**config.mk**
```make
export PLATFORM = sky130hd
export DESIGN_NAME = two_dimension_demux_buffer
export DESIGN_NICKNAME = d
export VERILOG_FILES = /design/src/rtl/two_dimension_demux_buffer.sv
export SDC_FILE = /design/constraint.sdc
export NUM_CORES = 1
export LEC_CHECK = 0
export ABC_AREA = 1
export CAP_MARGIN = 20
export CELL_PAD_IN_SITES_DETAIL_PLACEMENT = 0
export CELL_PAD_IN_SITES_GLOBAL_PLACEMENT = 1
export CORE_ASPECT_RATIO = 0.5
export CORE_MARGIN = 3
export CORE_UTILIZATION = 32
export DETAILED_ROUTE_END_ITERATION = 10
export GPL_TIMING_DRIVEN = 0
export PLACE_DENSITY_LB_ADDON = 0.1
export SLEW_MARGIN = 10
export SYNTH_ARGS = -nofsm -noshare
export SYNTH_HDL_FRONTEND = slang
export SYNTH_SLANG_ARGS = --single-unit
export TNS_END_PERCENT = 100
```
**constraint.sdc**
```tcl
create_clock -name clk -period 1.7 [get_ports clk]
set_clock_uncertainty 0.1 [all_clocks]
set_input_delay 0.34 -clock clk [delete_from_list [all_inputs] [get_ports clk]]
set_output_delay 0.34 -clock clk [all_outputs]
set_load 0.02 [all_outputs]
```
**src/rtl/two_dimension_demux_buffer.sv**
```systemverilog
// Registered 1-to-2 demux for a 16-byte AES state share: each accepted state lands in
// one of two holding banks, each drained by its own consumer via valid/ack.

module two_dimension_demux_buffer_bank #(
    parameter int STATE_W = 128
) (
    input  logic               clk,
    input  logic               rst,
    input  logic               wr_en,
    input  logic [STATE_W-1:0] wr_data,
    input  logic               ack,
    output logic               valid,
    output logic [STATE_W-1:0] data
);
    typedef enum logic {EMPTY = 1'b0, FULL = 1'b1} bank_state_e;

    bank_state_e state, state_nxt;
    logic        drain;

    assign valid = (state == FULL);
    assign drain = valid & ack;

    always_comb begin
        state_nxt = state;
        if (wr_en)      state_nxt = FULL;
        else if (drain) state_nxt = EMPTY;
    end

    // A write in the drain cycle wins, so a continuously acked bank never shows a zero cycle.
    always_ff @(posedge clk) begin
        if (rst) begin
            state <= EMPTY;
            data  <= '0;
        end else begin
            state <= state_nxt;
            if (wr_en)      data <= wr_data;
            else if (drain) data <= '0;
        end
    end
endmodule

module two_dimension_demux_buffer #(
    parameter int BYTE_W = 8
) (
    input  logic                 clk,
    input  logic                 rst,
    input  logic                 in_valid,
    output logic                 in_ready,
    input  logic                 select,
    input  logic [16*BYTE_W-1:0] in_state,
    output logic [16*BYTE_W-1:0] out1_state,
    output logic                 out1_valid,
    input  logic                 out1_ack,
    output logic [16*BYTE_W-1:0] out2_state,
    output logic                 out2_valid,
    input  logic                 out2_ack,
    output logic                 overflow_err
);
    localparam int NUM_BANKS = 2;
    localparam int STATE_W   = 16 * BYTE_W;

    // Index 0 is bank 1 (select=1), index 1 is bank 2 (select=0).
    logic [NUM_BANKS-1:0]              wr_en, ack, valid;
    logic [NUM_BANKS-1:0][STATE_W-1:0] data;
    logic                              accept;

    assign ack = {out2_ack, out1_ack};

    assign in_ready = select ? (!valid[0] | ack[0]) : (!valid[1] | ack[1]);
    assign accept   = in_valid & in_ready;
    assign wr_en    = {accept & !select, accept & select};

    for (genvar b = 0; b < NUM_BANKS; b++) begin : g_bank
        two_dimension_demux_buffer_bank #(.STATE_W(STATE_W)) u_bank (
            .clk     (clk),
            .rst     (rst),
            .wr_en   (wr_en[b]),
            .wr_data (in_state),
            .ack     (ack[b]),
            .valid   (valid[b]),
            .data    (data[b])
        );
    end

    assign out1_state = data[0];
    assign out1_valid = valid[0];
    assign out2_state = data[1];
    assign out2_valid = valid[1];

    always_ff @(posedge clk) begin
        if (rst)                        overflow_err <= 1'b0;
        else if (in_valid && !in_ready) overflow_err <= 1'b1;
    end
endmodule

```
==> results of run 1 <==
area by class of cell:
class                      count  area [µm²]  area share
buffer                       170         877      0.0573
clock buffer                  40         774      0.0506
clock inverter                 3        40.0     0.00262
inverter                       7        26.3     0.00172
multi-input combinational    783        4260       0.278
sequential                   259        5190       0.339
tap                          423         529      0.0346
timing repair buffer         398        3610       0.236
per-layer routing:
layer / up-vias / part of all wire / track usage
met5: - / 0 / 0
met4: 0 / 0.035 / 0.0733
met3: 80 / 0.066 / 0.0444
met2: 433 / 0.49 / 0.406
met1: 5551 / 0.41 / 0.306
li1: 5428 / - / -
per-stage QoR:
stage / hold slack [ps] / total power [W] / worst slack, ps
after floorplan: 412 / 0.00783 / 199
final: 210 / 0.0146 / -110
after global placement: 345 / 0.00913 / -1010
after detailed placement: 352 / 0.00917 / -1030
after global routing: 202 / 0.0151 / -162
after CTS: 178 / 0.0147 / -188
where the power goes:
part           internal [W]  switching (W)
clock network       0.00326        0.00242
registers           0.00635       0.000158
logic              0.000931        0.00144
total                0.0105        0.00402
cell usage after synthesis (all sizes together):
cell / number / area share
nand2: 11 / 0.0040
buf: 131 / 0.065
dfxtp: 259 / 0.51
inv: 7 / 0.0026
nand4: 256 / 0.16
nand3: 259 / 0.13
clkbuf: 39 / 0.014
a21oi: 257 / 0.13
worst max-delay path: cells and delay by family (launching register included):
kind | cells | cell delay (ps)
DFF | 1 | 370
and+or+nand+nor | 3 | 180
buffers and inverters | 2 | 290
what timing repair did:
item | 4_1_cts | 5_1_grt
setup endpoints to repair | 371 | 263
pin swaps | 1 | 2
setup buffers | 0 | 7
resized for setup | 394 | 168
state kept, by name, indices dropped and copies added, names as in the netlist:
name and count:
g_bank.u_bank.data 256, g_bank.u_bank.valid 2, overflow_err 1
logic make-up after synthesis:
group | count (synthesis) | share of synthesized area
and+or+nand+nor | 526 | 0.287
AOI/OAI and AO/OA | 257 | 0.125
buffers and inverters | 177 | 0.0820
DFF | 259 | 0.506
how the worst min path moves through the flow:
stage | startpoint | cells past startpoint | endpoint
final | rst | 3 | g_bank[1].u_bank.data[115]$_SDFFE_PP0P_
after floorplan | in_state[100] | 2 | g_bank[0].u_bank.data[100]$_SDFFE_PP0P_
after global routing | rst | 3 | g_bank[1].u_bank.data[115]$_SDFFE_PP0P_
after CTS | rst | 3 | g_bank[1].u_bank.data[113]$_SDFFE_PP0P_
after global placement | overflow_err$_SDFFE_PP0P_ | 2 | overflow_err$_SDFFE_PP0P_
after detailed placement | overflow_err$_SDFFE_PP0P_ | 2 | overflow_err$_SDFFE_PP0P_
==> run metrics, run 1 <==
drt initial violations=977; gpl congestion=0.816; chip height=133 µm; commonest non-fill, non-tap cell in the layout=nand3_1; CP max stage delay=370 ps; Crit Reg-Reg Endpoint=g_bank[0].u_bank.data[38]$_SDFFE_PP0P_; drt drc=0; outcome=finished, violations left; die area=34400 µm²; Die Width=~260 µm; I/O Pins=a little under 400; register area share after synthesis=0.506; Synth Register Bits=roughly 260; Final setup viols=1; post-DP HPWL=31.5 mm; Pleak=5.92 nW; CP cell instances=nand2_4, clkbuf_16, nand2_4, nand2_2, buf_6; largest net degree at the start of global routing=14; most used cell, CP=nand2_4; commonest non-fill, non-tap cells in the layout=nand3_1 (258), a21oi_1 (257), dfxtp_1 (257), nand4_1 (256), clkdlybuf4s50_1 (130); post-route ant nets=0; Starting Density=0.332; clock tree buffer depth=3; First-pass DRT Iterations=5; number of global-route vias before repair=11006; Finished Layout Cells=2083; initial antenna violation count=0; area delta synth->final=49.3%; Fillers=3010; RSZ-0062 raised after global routing=yes; CP startpoint=g_bank[0].u_bank.valid$_SDFFE_PP0P_; post-layout min period=~1800 ps; Max Clock Freq=between 500 and 600 MHz; critical path arrival=1370 ps; CTS buffer count=26; Synth Cell Area=10300 µm²; first-pass GRT wire length=64.8 mm; final hold vios=0; Max Slew Vio Count=0; clock sink count=259; R2R Path Start=g_bank[0].u_bank.valid$_SDFFE_PP0P_; # rows=45; H-tree depth=1; Max FO, Critical Path=6; Worst Setup Slack, final=-110 ps; syn_nets=1353; Max-cap violations=0; Max-slew headroom=0.339; CTS tree=yes; Setup crit end kind=output pin; Final Cycle Share=1.06; Placed Cells incl. Taps=~2000; Reg2Reg Setup Slack=60 ps; Critical Setup Path Class=reg -> out; setup tns final=-110 ps; routed wire length=43.1 mm; DR vias=11492; Worst Reg-to-Reg Cells=5; Remaining Overflow, GRT=0; port buffer count=391; total track usage=0.238; worst-margin pin slew=991 ps; VDD IR-drop max=~0.00064 V; layout net count=1779; Ys Warns=0; Distinct cells, synth=12; Routed wire per std cell=roughly 21 µm; Finished Core Util=0.495; CP max-delay cell=dfxtp_4; failing checks=setup timing; Hold Crit Class=in -> reg; placed cell areas=14700 µm²; n_diodes=0; clock latency on the worst-skew pair=530 ps; via-per-instance ratio=5.52; Synth Area per Inst=8.41 µm²; layout cell share with drive strength beyond 1=0.160; Clock transition at path regs=60 ps; Worst setup SP type=register; clock root buffer=clkbuf_16; Cell Pwr Density=approximately 950 nW/µm²; final instance area=approximately 15000 µm²; Critical Path Sink=in_ready; hold buffers post-CTS=0; core area=30900 µm²; critical path required time=~1300 ps; Mapped Cells=1219
No activity file was read; power rests on OpenSTA's default activity.
==> inputs of run 2 (changes only) <==
--- a/config.mk
+++ b/config.mk
@@ -10,7 +10,7 @@
 export CELL_PAD_IN_SITES_DETAIL_PLACEMENT = 0
 export CELL_PAD_IN_SITES_GLOBAL_PLACEMENT = 1
 export CORE_ASPECT_RATIO = 0.5
-export CORE_MARGIN = 3
+export CORE_MARGIN = 4
 export CORE_UTILIZATION = 32
 export DETAILED_ROUTE_END_ITERATION = 10
 export GPL_TIMING_DRIVEN = 0
==> run metrics, run 2 (synthesized netlist as in run 1, its figures left out) <==
CP top delay family=flip-flops (unchanged); Finished Core Util=0.486 (was 0.495); Critical Setup Path Class=reg -> out (unchanged); post-layout min period=1810 ps (about the same); core area=31700 µm² (was 30900 µm²); Setup crit end kind=output pin (unchanged); Worst Setup Slack, final=-114 ps (was -110 ps); critical path required time=1260 ps (about the same); First-pass DRT Iterations=5 (unchanged); initial antenna violation count=0 (unchanged); number of global-route vias before repair=10877 (was 11006); Fin Hold WS=186 ps (was 210 ps); Starting Density=0.324 (was 0.332); clock latency on the worst-skew pair=540 ps (was 530 ps); n_diodes=0 (unchanged); drt drc=0 (unchanged); final hold vios=0 (unchanged); I/O Pins=394 (unchanged); Fillers=3126 (was 3010); worst-margin pin slew=961 ps (was 991 ps); clock tree buffer depth=3 (unchanged); Final Cycle Share=1.07 (was 1.06); Routed wire per std cell=20.6 µm (was 20.7 µm); CP max-delay cell=dfxtp_4 (unchanged); area delta synth->final=50.1% (was 49.3%); Largest Register=g_bank.u_bank.data (unchanged); Max FO, Critical Path=7 (was 6); post-route ant nets=0 (unchanged); die area=35200 µm² (was 34400 µm²); largest net degree at the start of global routing=15 (was 14); post-DP HPWL=31.6 mm (was 31.5 mm); max FFs per register=256 (unchanged); H-tree depth=1 (unchanged); Worst setup SP type=register (unchanged); Buf/Inv on CP=2 (unchanged); Die Width=261 µm (was 259 µm); clock root buffer=clkbuf_16 (unchanged); CTS buffer count=26 (unchanged); Pleak=5.75 nW (was 5.92 nW); commonest non-fill, non-tap cell in the layout=nand3_1 (unchanged); Cell Pwr Density=946 nW/µm² (was 951 nW/µm²); Max-cap violations=0 (unchanged); Max Slew Vio Count=0 (unchanged); Max-slew headroom=0.359 (was 0.339); Remaining Overflow, GRT=0 (unchanged); Finished Layout Cells=2094 (was 2083); commonest non-fill, non-tap cells in the layout=nand3_1 (258), a21oi_1 (257), dfxtp_1 (257), nand4_1 (256), clkdlybuf4s50_1 (130) (unchanged); total track usage=0.229 (was 0.238); CP max stage delay=370 ps (about the same); Placed Cells incl. Taps=2042 (was 2033); RSZ-0062 raised after global routing=yes (unchanged); chip height=135 µm (was 133 µm); layout cell share with drive strength beyond 1=0.173 (was 0.160); first-pass GRT wire length=64.0 mm (was 64.8 mm); VDD IR-drop max=0.000507 V (was 0.000636 V); gpl congestion=0.809 (was 0.816); placed cell areas=14700 µm² (about the same); Clock transition at path regs=70 ps (was 60 ps); most used cell, CP=nand2_4 (unchanged); CP cell instances=nand2_4, clkbuf_16, nand2_4, nand2_2, buf_6 (unchanged); layout net count=1779 (unchanged); final instance area=15400 µm² (was 15300 µm²); outcome=finished, violations left (unchanged); Max Clock Freq=551 MHz (was 553 MHz); DR vias=11518 (was 11492); drt initial violations=743 (was 977); CTS tree=yes (unchanged); clock sink count=259 (unchanged); failing checks=setup timing (unchanged); routed wire length=43.2 mm (was 43.1 mm); via-per-instance ratio=5.50 (was 5.52); Hold Crit Class=in -> reg (unchanged); port buffer count=391 (unchanged); Final setup viols=1 (unchanged); critical path arrival=1370 ps (about the same); # rows=46 (was 45)
[run 2: changes by cell type in the layout (fill, tap and decap cells not counted), moves of 2 or more]
cell,change
dlygate4sd2_1,-49
clkdlybuf4s15_1,+28
clkdlybuf4s15_2,+17
buf_1,+2
buf_4,-2
clkbuf_1,-2
clkbuf_2,+2
clkbuf_8,+2
clkinv_8,+2
[run 2: path summary, 6_finish.rpt]
kind / depth (start not counted) / start / slack (ps) / to
hold reg to reg: 2 / overflow_err$_SDFFE_PP0P_ / 360 / overflow_err$_SDFFE_PP0P_
setup / recovery: 5 / g_bank[0].u_bank.valid$_SDFFE_PP0P_ / -110 / in_ready
setup reg to reg: 5 / g_bank[0].u_bank.valid$_SDFFE_PP0P_ / 80 / g_bank[0].u_bank.data[105]$_SDFFE_PP0P_
hold / removal: 3 / rst / 190 / g_bank[1].u_bank.data[110]$_SDFFE_PP0P_
[run 2: through the flow]
step / TNS (ps) / worst slack, ps / power, W
after global placement: -120790 / -1000 / 0.00914
after detailed placement: -123370 / -1010 / 0.00916
after floorplan: 0 / 199 / 0.00783
after CTS: -186 / -186 / 0.0147
after global routing: -200 / -168 / 0.0151
final: -114 / -114 / 0.0146
[run 2: per-layer routing]
metal  up-vias  global-route usage  part of all wire
li1       5432                   -                 -
met1      5656               0.294              0.42
met2       362               0.401              0.50
met3        68              0.0386             0.055
met4         0              0.0613             0.028
met5         -                   0                 0
[run 2: area by class of cell]
cell class	count	area [µm²]	area share
Timing Repair Buffer	398	3670	0.239
Buffer	170	868	0.0564
Clock buffer	38	766	0.0498
Multi-Input combinational cell	783	4260	0.277
Sequential cell	259	5190	0.337
Tap cell	432	541	0.0351
Clock inverter	7	63.8	0.00415
Inverter	7	26.3	0.00171
[run 2: power by group]
part	internal [W]	switching (W)
registers	0.00635	0.000160
logic	0.000943	0.00144
clock network	0.00314	0.00253
total	0.0104	0.00413
[run 2: what timing repair did]
action                                  4_1_cts  5_1_grt
buffers inserted                              0        7
gates resized for setup                     461      165
pin swaps                                     1        3
hold buffers                                  0        0
endpoints found under the setup margin      361      224
[run 2: worst reg2reg max path, cell delays in order, from the launching register on]
cell     delay, ps
dfxtp_4        360
nand2_4         90
buf_2          380
buf_2          300
nand4_1        140
a21oi_1        180
